==> config.mk <==
export PLATFORM = sky130hd
export DESIGN_NAME = sample_cdc_receiver
export DESIGN_NICKNAME = d
export VERILOG_FILES = /design/src/rtl/sample_cdc_receiver_pkg.sv /design/src/rtl/sample_cdc_receiver_sync_ff.sv /design/src/rtl/sample_cdc_receiver.sv
export SDC_FILE = /design/constraint.sdc
export NUM_CORES = 1
export LEC_CHECK = 0
export BUFFER_PORTS_ARGS = -buffer_cell sky130_fd_sc_hd__buf_2
export CAP_MARGIN = 25
export CORE_UTILIZATION = 35
export CTS_BUF_LIST = sky130_fd_sc_hd__clkbuf_4
export CTS_CLUSTER_DIAMETER = 40
export DETAILED_ROUTE_END_ITERATION = 7
export PLACE_DENSITY_LB_ADDON = 0.25
export SYNTH_ARGS = -nofsm -noshare
export SYNTH_HDL_FRONTEND = slang
export SYNTH_SLANG_ARGS = --single-unit
==> constraint.sdc <==
create_clock -name clk -period 2.78 [get_ports clk]
set_clock_uncertainty 0.05 [all_clocks]
set_input_delay 0.834 -clock clk [delete_from_list [all_inputs] [get_ports clk]]
set_output_delay 0.834 -clock clk [all_outputs]
set_load 0.02 [all_outputs]
==> src/rtl/sample_cdc_receiver_pkg.sv <==
// audio_cdc_pkg: shared constants and FSM state type for the sample CDC receiver
package audio_cdc_pkg;
   localparam int SAMPLE_WIDTH       = 12;
   localparam int DEFAULT_FIFO_DEPTH = 4;
   typedef enum logic [1:0] {
      RESYNC   = 2'd0,
      IDLE     = 2'd1,
      WAIT_LOW = 2'd2
   } cdc_state_e;
endpackage

==> src/rtl/sample_cdc_receiver_sync_ff.sv <==
// sync_ff: multi-stage single-bit synchronizer with synchronous reset
module sync_ff #(
   parameter int STAGES = 2
) (
   input  logic clk,
   input  logic rst,
   input  logic d,
   output logic q
);
   logic [STAGES-1:0] ff_q;
   logic [STAGES-1:0] ff_d;
   // shift the asynchronous input through the chain
   always_comb ff_d = {ff_q[STAGES-2:0], d};
   // chain registers
   always_ff @(posedge clk) begin
      if (rst) ff_q <= '0;
      else     ff_q <= ff_d;
   end
   assign q = ff_q[STAGES-1];
endmodule

==> src/rtl/sample_cdc_receiver.sv <==
// sample_cdc_receiver: 4-phase req/ack sample receiver with FIFO toward the DAC; CDC_UNDERRUN_CNT_EN adds underrun_cnt/underrun outputs
module sample_cdc_receiver
   import audio_cdc_pkg::*;
#(
   parameter int WIDTH       = SAMPLE_WIDTH,
   parameter int FIFO_DEPTH  = DEFAULT_FIFO_DEPTH,
   parameter int SYNC_STAGES = 2
) (
   input  logic                        clk,
   input  logic                        rst,
   input  logic                        rx_req,
   input  logic [WIDTH-1:0]            rx_data,
   output logic                        rx_ack,
   input  logic                        sample_req,
   output logic [WIDTH-1:0]            sample_out,
   output logic [$clog2(FIFO_DEPTH):0] fifo_level
`ifdef CDC_UNDERRUN_CNT_EN
   ,
   output logic [15:0]                 underrun_cnt,
   output logic                        underrun
`endif
);
   localparam int PW = $clog2(FIFO_DEPTH);
   localparam int LW = PW + 1;
   localparam int CW = $clog2(SYNC_STAGES + 1);

   logic             req_s;
   cdc_state_e       state_q, state_d;
   logic             ack_q, ack_d;
   logic [CW-1:0]    warm_q, warm_d;
   logic [PW-1:0]    wr_ptr_q, wr_ptr_d, rd_ptr_q, rd_ptr_d;
   logic [LW-1:0]    level_q, level_d;
   logic [WIDTH-1:0] mem_q [FIFO_DEPTH];
   logic [WIDTH-1:0] mem_d [FIFO_DEPTH];
   logic [WIDTH-1:0] out_q, out_d;
   logic             full, empty, wr_en, rd_en, warm;

   sync_ff #(.STAGES(SYNC_STAGES)) u_req_sync (
      .clk (clk),
      .rst (rst),
      .d   (rx_req),
      .q   (req_s)
   );

   assign full  = level_q == LW'(FIFO_DEPTH);
   assign empty = level_q == '0;
   assign rd_en = sample_req && !empty;
   // the synchronizer is cleared by reset, so req_s only reflects rx_req again after SYNC_STAGES cycles
   assign warm  = warm_q == CW'(SYNC_STAGES);

   // handshake FSM: RESYNC waits for a real req low so a reset mid-handshake cannot re-capture
   always_comb begin
      state_d = state_q;
      ack_d   = ack_q;
      warm_d  = warm_q;
      wr_en   = 1'b0;
      case (state_q)
         RESYNC: begin
            ack_d  = 1'b0;
            warm_d = warm ? warm_q : warm_q + CW'(1);
            if (warm && !req_s) state_d = IDLE;
         end
         IDLE: begin
            if (req_s && !full) begin
               wr_en   = 1'b1;
               ack_d   = 1'b1;
               state_d = WAIT_LOW;
            end
         end
         WAIT_LOW: begin
            if (!req_s) begin
               ack_d   = 1'b0;
               state_d = IDLE;
            end
         end
         default: begin
            ack_d   = 1'b0;
            state_d = RESYNC;
         end
      endcase
   end

   // sample FIFO; an empty FIFO never bypasses a same-cycle write to the reader
   always_comb begin
      mem_d = mem_q;
      if (wr_en) mem_d[wr_ptr_q] = rx_data;
      wr_ptr_d = wr_en ? wr_ptr_q + PW'(1) : wr_ptr_q;
      rd_ptr_d = rd_en ? rd_ptr_q + PW'(1) : rd_ptr_q;
      level_d  = level_q + LW'(wr_en) - LW'(rd_en);
      out_d    = rd_en ? mem_q[rd_ptr_q] : out_q;
   end

   // state, FIFO and output registers
   always_ff @(posedge clk) begin
      if (rst) begin
         state_q  <= RESYNC;
         ack_q    <= 1'b0;
         warm_q   <= '0;
         wr_ptr_q <= '0;
         rd_ptr_q <= '0;
         level_q  <= '0;
         mem_q    <= '{default: '0};
         out_q    <= '0;
      end else begin
         state_q  <= state_d;
         ack_q    <= ack_d;
         warm_q   <= warm_d;
         wr_ptr_q <= wr_ptr_d;
         rd_ptr_q <= rd_ptr_d;
         level_q  <= level_d;
         mem_q    <= mem_d;
         out_q    <= out_d;
      end
   end

   assign rx_ack     = ack_q;
   assign sample_out = out_q;
   assign fifo_level = level_q;

`ifdef CDC_UNDERRUN_CNT_EN
   logic [15:0] ucnt_q, ucnt_d;
   logic        und_q, und_d;
   // saturating count of strobes that find the FIFO empty
   always_comb begin
      und_d  = sample_req && empty;
      ucnt_d = (und_d && ucnt_q != 16'hFFFF) ? ucnt_q + 16'd1 : ucnt_q;
   end
   // underrun registers
   always_ff @(posedge clk) begin
      if (rst) begin
         ucnt_q <= '0;
         und_q  <= 1'b0;
      end else begin
         ucnt_q <= ucnt_d;
         und_q  <= und_d;
      end
   end
   assign underrun_cnt = ucnt_q;
   assign underrun     = und_q;
`endif
endmodule

==> results of run 1 <==
cell families after synthesis:
| logic type | after synthesis | synth area share |
|---|---|---|
| xor+xnor | 5 | 0.0131 |
| flops | 74 | 0.444 |
| simple gates | 87 | 0.176 |
| fa+ha+maj | 8 | 0.0322 |
| compound gates | 24 | 0.0540 |
| buf+inv | 26 | 0.0562 |
| mux | 60 | 0.225 |
how the worst max path moves through the flow:
stage,slack (ns),to,from,depth (start not counted)
after floorplan,0.44,fifo_level[2]$_SDFF_PP0_,fifo_level[2]$_SDFF_PP0_,10
after global placement,0.32,fifo_level[2]$_SDFF_PP0_,sample_req,9
after detailed placement,0.27,fifo_level[2]$_SDFF_PP0_,sample_req,9
after CTS,0.53,fifo_level[2]$_SDFF_PP0_,fifo_level[2]$_SDFF_PP0_,9
after global routing,0.43,fifo_level[2]$_SDFF_PP0_,fifo_level[2]$_SDFF_PP0_,9
final,0.54,fifo_level[2]$_SDFF_PP0_,fifo_level[2]$_SDFF_PP0_,9
through the flow:
stage | total power [W] | std cells | instance area (um^2)
2_1_floorplan | 0.00160 | 284 | 3340
3_3_place_gp | 0.00170 | 433 | 3560
3_5_place_dp | 0.00171 | 433 | 3560
4_1_cts | 0.00247 | 448 | 3720
5_1_grt | 0.00257 | 448 | 3720
6_report | 0.00243 | 448 | 3720
sequential cells by signal (all words and copies together), names as in the netlist:
register / flops
rd_ptr_q: 2
warm_q: 2
mem_q: 48
fifo_level: 3
sample_out: 12
state_q: 2
rx_ack: 1
wr_ptr_q: 2
u_req_sync.ff_q: 2
routing by layer:
| layer | GRT usage | vias to the layer above | wire length, um |
|---|---|---|---|
| met1 | 0.178 | 995 | 3070 |
| li1 | - | 1054 | - |
| met2 | 0.248 | 27 | 3090 |
| met4 | 0.0713 | 0 | 111 |
| met3 | 0.0267 | 9 | 139 |
| met5 | 0 | - | 0 |
placed cells by master, fill, tap and decap left out, drive strengths merged, types with 2 or more instances in the layout:
cell type	count
dfxtp	74
nand2b	60
mux2i	48
buf	40
mux4	12
a22o	12
clkbuf	9
nor2	8
ha	7
inv	7
nor2b	6
a21oi	4
xnor2	4
nand4	4
o21ai	3
nor3	2
nor3b	2
bufinv	2
clkinv	2
Yosys cell counts (all sizes together) (2+ instances only):
cell	number
dfxtp	74
nand2b	60
mux2i	48
a22o	12
mux4	12
buf	11
clkbuf	9
nor2	8
ha	7
inv	6
nor2b	6
a21oi	4
nand4	4
xnor2	4
o21ai	3
nor3	2
nor3b	2
layout make-up:
cell class                      instances  share of cell area
Timing Repair Buffer                   40              0.0599
Clock inverter                          6              0.0242
Multi-Input combinational cell        184               0.449
Tap cell                              129              0.0434
Clock buffer                            9              0.0182
Inverter                                6             0.00606
Sequential cell                        74               0.399
power breakdown:
group          total, W  switching [W]  internal (W)
registers       0.00120      0.0000876       0.00111
logic          0.000480       0.000250      0.000230
clock network  0.000749       0.000386      0.000363
total           0.00243       0.000724       0.00170
==> metrics.txt, run 1 <==
status=complete, no violations; routability cong.=about 0.68; largest net degree at the start of global routing=45; pwr dens=around 650 nW/um^2; placed wire-length estimate=4080 um; FF+latch area=1480 um^2; final worst hold slack=about 0.42 ns; FMAX=between 400 and 500 MHz; Clock H-tree levels=3; Core Rows=35; Hold Path End=u_req_sync.ff_q[1]$_SDFF_PP0_; Filler Cell Count=908; Worst Min Path Start=u_req_sync.ff_q[0]$_SDFF_PP0_; syn avg cell area=about 12 um^2; vias in the first global route=roughly 2200; Multi-input gate area=1670 um^2; cell taking the most area after synthesis=dfxtp_1; Leak=1.62 nW; Setup WS post-layout=about 0.54 ns; sequential share of the synthesized area=0.444; layout cells sized above 1=0.232; core area=9240 um^2; Post-CTS Setup Bufs=0; Crit path max-delay family=adder cells; Post-synth EDFFs=0; Fin. Hold Viols=0; Yosys cell types=35; # IOs=32; Die W=about 100 um; synthesis-to-finish area growth=11.3%; total track usage=0.146; CP arrival=about 2.5 ns; CP Max Fanout=6; clk_lat worst skew=around 0.41 ns; vias per cell=roughly 4.7; wire length per cell=between 10 and 15 um; post-cts hold buffer count=0; actual slew at the worst max-slew pin=approximately 0.71 ns; Worst Path Required=~3.0 ns; Hold/Removal Path Class=reg -> reg; Ys Warns=0; Reg-to-Reg End=fifo_level[2]$_SDFF_PP0_; first-pass GRT wire length=11000 um; ys flop type=dfxtp_1; post-synth top area share=0.444; CTS resizes=0; Mapped Area=about 3300 um^2; worst slack at placement=around 0.27 ns; flop2flop setup slack=0.54 ns; initial antenna violation count=0; Final period util=0.805; die height=~100 um; Root Driver=clkbuf_4; max cap viols=0; TritonCTS clock tree=built; Final #Nets=~340; worst setup path class=reg -> reg; Mapped Cells=roughly 280; final setup violation count=0; IO Port Bufs=31; cts bufs inserted=9; crit path cell chain=or3b_1 > nand3_1 > ha_1 > inv_1 > ha_1 > fa_1 > xnor2_1 > xnor2_1 > nor2_1; Clock Pin Slew Worst Setup and Hold Paths=approximately 0.12 ns; Seq cells post-synth=74; antenna viol nets, final=0; Fin Setup TNS=0 ns; die area=around 9900 um^2; Initial DRT Pass Iterations=4; relative slew slack=0.524; Iteration-0 DRC Markers=53; final core utilization=0.402; initial core utilization=0.361; RSZ-0062 raised after global routing=false; antenna diode count=0; # DRC=0; CTS max path bufs=2; Area contributors post-synth=dfxtp_1 44%, mux2i_1 14%, nand2b_1 11%; buffers and inverters on the worst path=1; hold-critical path depth=1; total grt overflow=0; Final Max Tran Viols=0; peak supply drop=approximately 0.26 mV; minimum clock period=approximately 2.2 ns; Post-synth ARST share=0; Vias=2085; DRT Wirelength=around 6400 um; crit end category=flop; FF-to-FF Start=fifo_level[2]$_SDFF_PP0_; Worst path max stage delay=about 0.43 ns; crit start category=flop; Post-Syn Nets=slightly above 300; slowest stage cell, crit path=dfxtp_1; CTS sink count=74; R2R depth=9
(Power assumes the default switching activity.)
==> inputs of run 2 (changes only) <==
ABC_AREA = 1   (was default)
clock period = 1.8 ns   (was 2.78 ns; I/O delays follow)
==> metrics.txt, run 2 <==
synthesis-to-finish area growth=14.4%; FF-to-FF Start=fifo_level[1]$_SDFF_PP0_; Comb power frac=0.311 (+0.113); FMAX=529 MHz (+18%); Yosys cell types=23 (-34%); failing checks=setup timing; antenna diode count=0 (unchanged); Worst path max stage delay=0.35 ns (-0.08 ns); Final Cell Area=3960 um^2 (+6.6%); pwr dens=1180 nW/um^2 (+81%); ys flop type=dfxtp_1; met1 wire length=3700 um (+21%); peak supply drop=0.407 mV (+59%); cell taking the most area after synthesis=dfxtp_1; CTS max path bufs=2 (unchanged); post-synth top area share=0.428 (-0.0157); final core utilization=0.421 (+0.0184); wire length per cell=10.9 um (-24%); initial core utilization=0.368 (+0.00630); core area=9420 um^2 (+1.9%); Area contributors post-synth=dfxtp_1 43%, nor2_1 14%, nand2_1 13%; Post-Syn Nets=531 (+72%); Int Pwr=0.00306 W (+79%); clock share of power=0.280 (-0.029); TritonCTS clock tree=built; final setup violation count=2 (+2); Post-synth ARST share=0 (unchanged); crit start category=flop; routability cong.=0.715 (+5.3%); flop2flop setup slack=-0.09 ns (-0.63 ns); Seq cells post-synth=74 (unchanged); Root Driver=clkbuf_4; clk_lat worst skew=0.41 ns (about the same); RSZ-0062 raised after global routing=true; placed wire-length estimate=4720 um (+16%); crit path cell chain=nor2_4 > nand2_1 > nand2_2 > inv_2 > ha_4 > inv_2 > ha_4 > fa_2 > or2_4 > a21oi_2; Setup WS post-layout=-0.0916 ns (-0.632 ns); Final #Nets=561 (+65%); Core Rows=35 (unchanged); total grt overflow=0 (unchanged); CP Max Fanout=2 (-4); Initial DRT Pass Iterations=4 (unchanged); Clock H-tree levels=3 (unchanged); Clock Pin Slew Worst Setup and Hold Paths=0.13 ns (about the same); Die W=101 um (+1.8%); Final Max Tran Viols=0 (unchanged); minimum clock period=1.89 ns (-0.348 ns); Reg power frac=0.409 (-0.085); die area=10300 um^2 (+3.6%); worst setup path class=reg -> reg; # DRC=0 (unchanged); largest net degree at the start of global routing=66 (+47%); final worst hold slack=0.262 ns (-0.161 ns); CTS sink count=74 (unchanged); max reg flops=48 (unchanged); Mapped Area=3460 um^2 (+3.7%); commonest non-fill, non-tap cell in the layout=nor2_1; actual slew at the worst max-slew pin=0.483 ns (-0.230 ns); CP Launch Point=fifo_level[1]$_SDFF_PP0_; Iteration-0 DRC Markers=129 (+140%); Mapped Cells=507 (+79%); # IOs=32 (unchanged); worst slack at placement=-0.216 ns (-0.482 ns); Ys Warns=0 (unchanged); Post-synth EDFFs=0 (unchanged); Hold/Removal Path Class=in -> reg; synth cell count leaders=127 x nor2_1, 116 x nand2_1, 74 x dfxtp_1; antenna viol nets, final=0 (unchanged); status=finished with violations; Net Sw Frac=0.346 (+0.0472); metal3 WL=217 um (+56%); sequential share of the synthesized area=0.428 (-0.0157); cts bufs inserted=9 (unchanged); commonest non-fill, non-tap cells in the layout=127 x nor2_1, 116 x nand2_1, 71 x dfxtp_1; Top Metal Used=met4; Fin. Hold Viols=0 (unchanged); crit path to=fifo_level[2]$_SDFF_PP0_; Post-CTS Setup Bufs=0 (unchanged); max cap viols=0 (unchanged); total track usage=0.159 (+0.0129); die height=101 um (+1.8%); first-pass GRT wire length=12400 um (+13%); Final period util=1.05 (+0.245); layout cells sized above 1=0.150 (-0.0823); WL met2=3260 um (+5.3%); initial antenna violation count=0 (unchanged); Leak=2.01 nW (+25%); slowest stage cell, crit path=dfxtp_2; crit end category=flop; Placed Area=3770 um^2 (+6.0%); Vias=2933 (+41%); most numerous cell in the Yosys netlist=nor2_1; DRT Wirelength=7290 um (+14%); CP arrival=2.21 ns (-0.29 ns); vias in the first global route=2634 (+20%); vias per cell=4.38 (-5.9%); R2R depth=10 (+1); Biggest register=mem_q; Reg-to-Reg End=fifo_level[2]$_SDFF_PP0_; syn avg cell area=6.83 um^2 (-42%); Filler Cell Count=1012 (+11%); net switching power=0.00161 W (+120%); Worst Path Required=2.11 ns (-0.93 ns); relative slew slack=0.678 (+0.154); total chip power=0.00467 W (+92%); IO Port Bufs=31 (unchanged)
run 2: cell types whose count changed after synthesis, sizes merged, moves of 12 or more:
| cell | delta |
|---|---|
| nand2b | -60 |
| nand2 | +118 |
| buf | +13 |
| a21oi | +30 |
| mux4 | -12 |
| inv | +61 |
| nor2 | +121 |
| o21ai | +39 |
| mux2i | -48 |
| a22o | -12 |
run 2: how the worst min path moves through the flow:
stage                                              from  depth (start not counted)                       endpoint  slack (ns)
after floorplan           u_req_sync.ff_q[0]$_SDFF_PP0_                          2  u_req_sync.ff_q[1]$_SDFF_PP0_        0.34
after global placement    u_req_sync.ff_q[0]$_SDFF_PP0_                          2  u_req_sync.ff_q[1]$_SDFF_PP0_        0.34
after detailed placement  u_req_sync.ff_q[0]$_SDFF_PP0_                          2  u_req_sync.ff_q[1]$_SDFF_PP0_        0.35
after CTS                                        rx_req                          3  u_req_sync.ff_q[0]$_SDFF_PP0_        0.24
after global routing                             rx_req                          3  u_req_sync.ff_q[0]$_SDFF_PP0_        0.26
final                                            rx_req                          3  u_req_sync.ff_q[0]$_SDFF_PP0_        0.26
run 2: what timing repair did:
item                                    in CTS  in global routing
gates cloned                                 0                  0
pin swaps                                    4                  0
gates resized for setup                      1                  1
endpoints found under the setup margin       2                  2
hold buffers                                 0                  0
run 2: power by group through the flow:
| stage | logic, W | registers [W] | clock network (W) |
|---|---|---|---|
| floorplan | 0.000868 | 0.00211 | 0 |
| global placement | 0.00144 | 0.00195 | 0 |
| detailed placement | 0.00146 | 0.00195 | 0 |
| CTS | 0.00147 | 0.00191 | 0.00135 |
| global route | 0.00163 | 0.00193 | 0.00143 |
| finish | 0.00145 | 0.00191 | 0.00131 |
run 2: area by class of cell:
class                      instances  area, um^2  area share
timing repair buffer              45         273      0.0689
multi-input combinational        340        1610       0.405
sequential                        74        1490       0.376
inverter                          67         251      0.0635
clock inverter                     6         114      0.0288
clock buffer                       9        67.6      0.0171
tap                              129         161      0.0408
run 2: metrics by stage:
step                setup TNS, ns  cells
finish                     -0.114    670
CTS                        -0.140    670
global route               -0.218    670
global placement           -0.315    655
floorplan                  -0.514    507
detailed placement         -0.347    655
run 2: kinds of logic after synthesis:
group | Yosys count | share of synthesized area
flip-flops | 74 | 0.428
AND/OR/NAND/NOR | 254 | 0.305
adder cells (fa/ha/maj) | 8 | 0.0311
buffers and inverters | 93 | 0.121
XOR/XNOR | 1 | 0.00253
AO/OA/AOI/OAI | 77 | 0.112
run 2: per-layer routing:
metal / vias up / GRT usage
li1: 1593 / -
met1: 1285 / 0.204
met2: 46 / 0.262
met3: 9 / 0.0248
met4: 0 / 0.0736
met5: - / 0
run 2: worst max-delay path: cells and delay by family, from the launching register on:
kind / cells / cell delay [ns]
fa+ha+maj: 3 / 0.73
buf+inv: 2 / 0.08
flops: 1 / 0.35
simple gates: 4 / 0.50
compound gates: 1 / 0.12
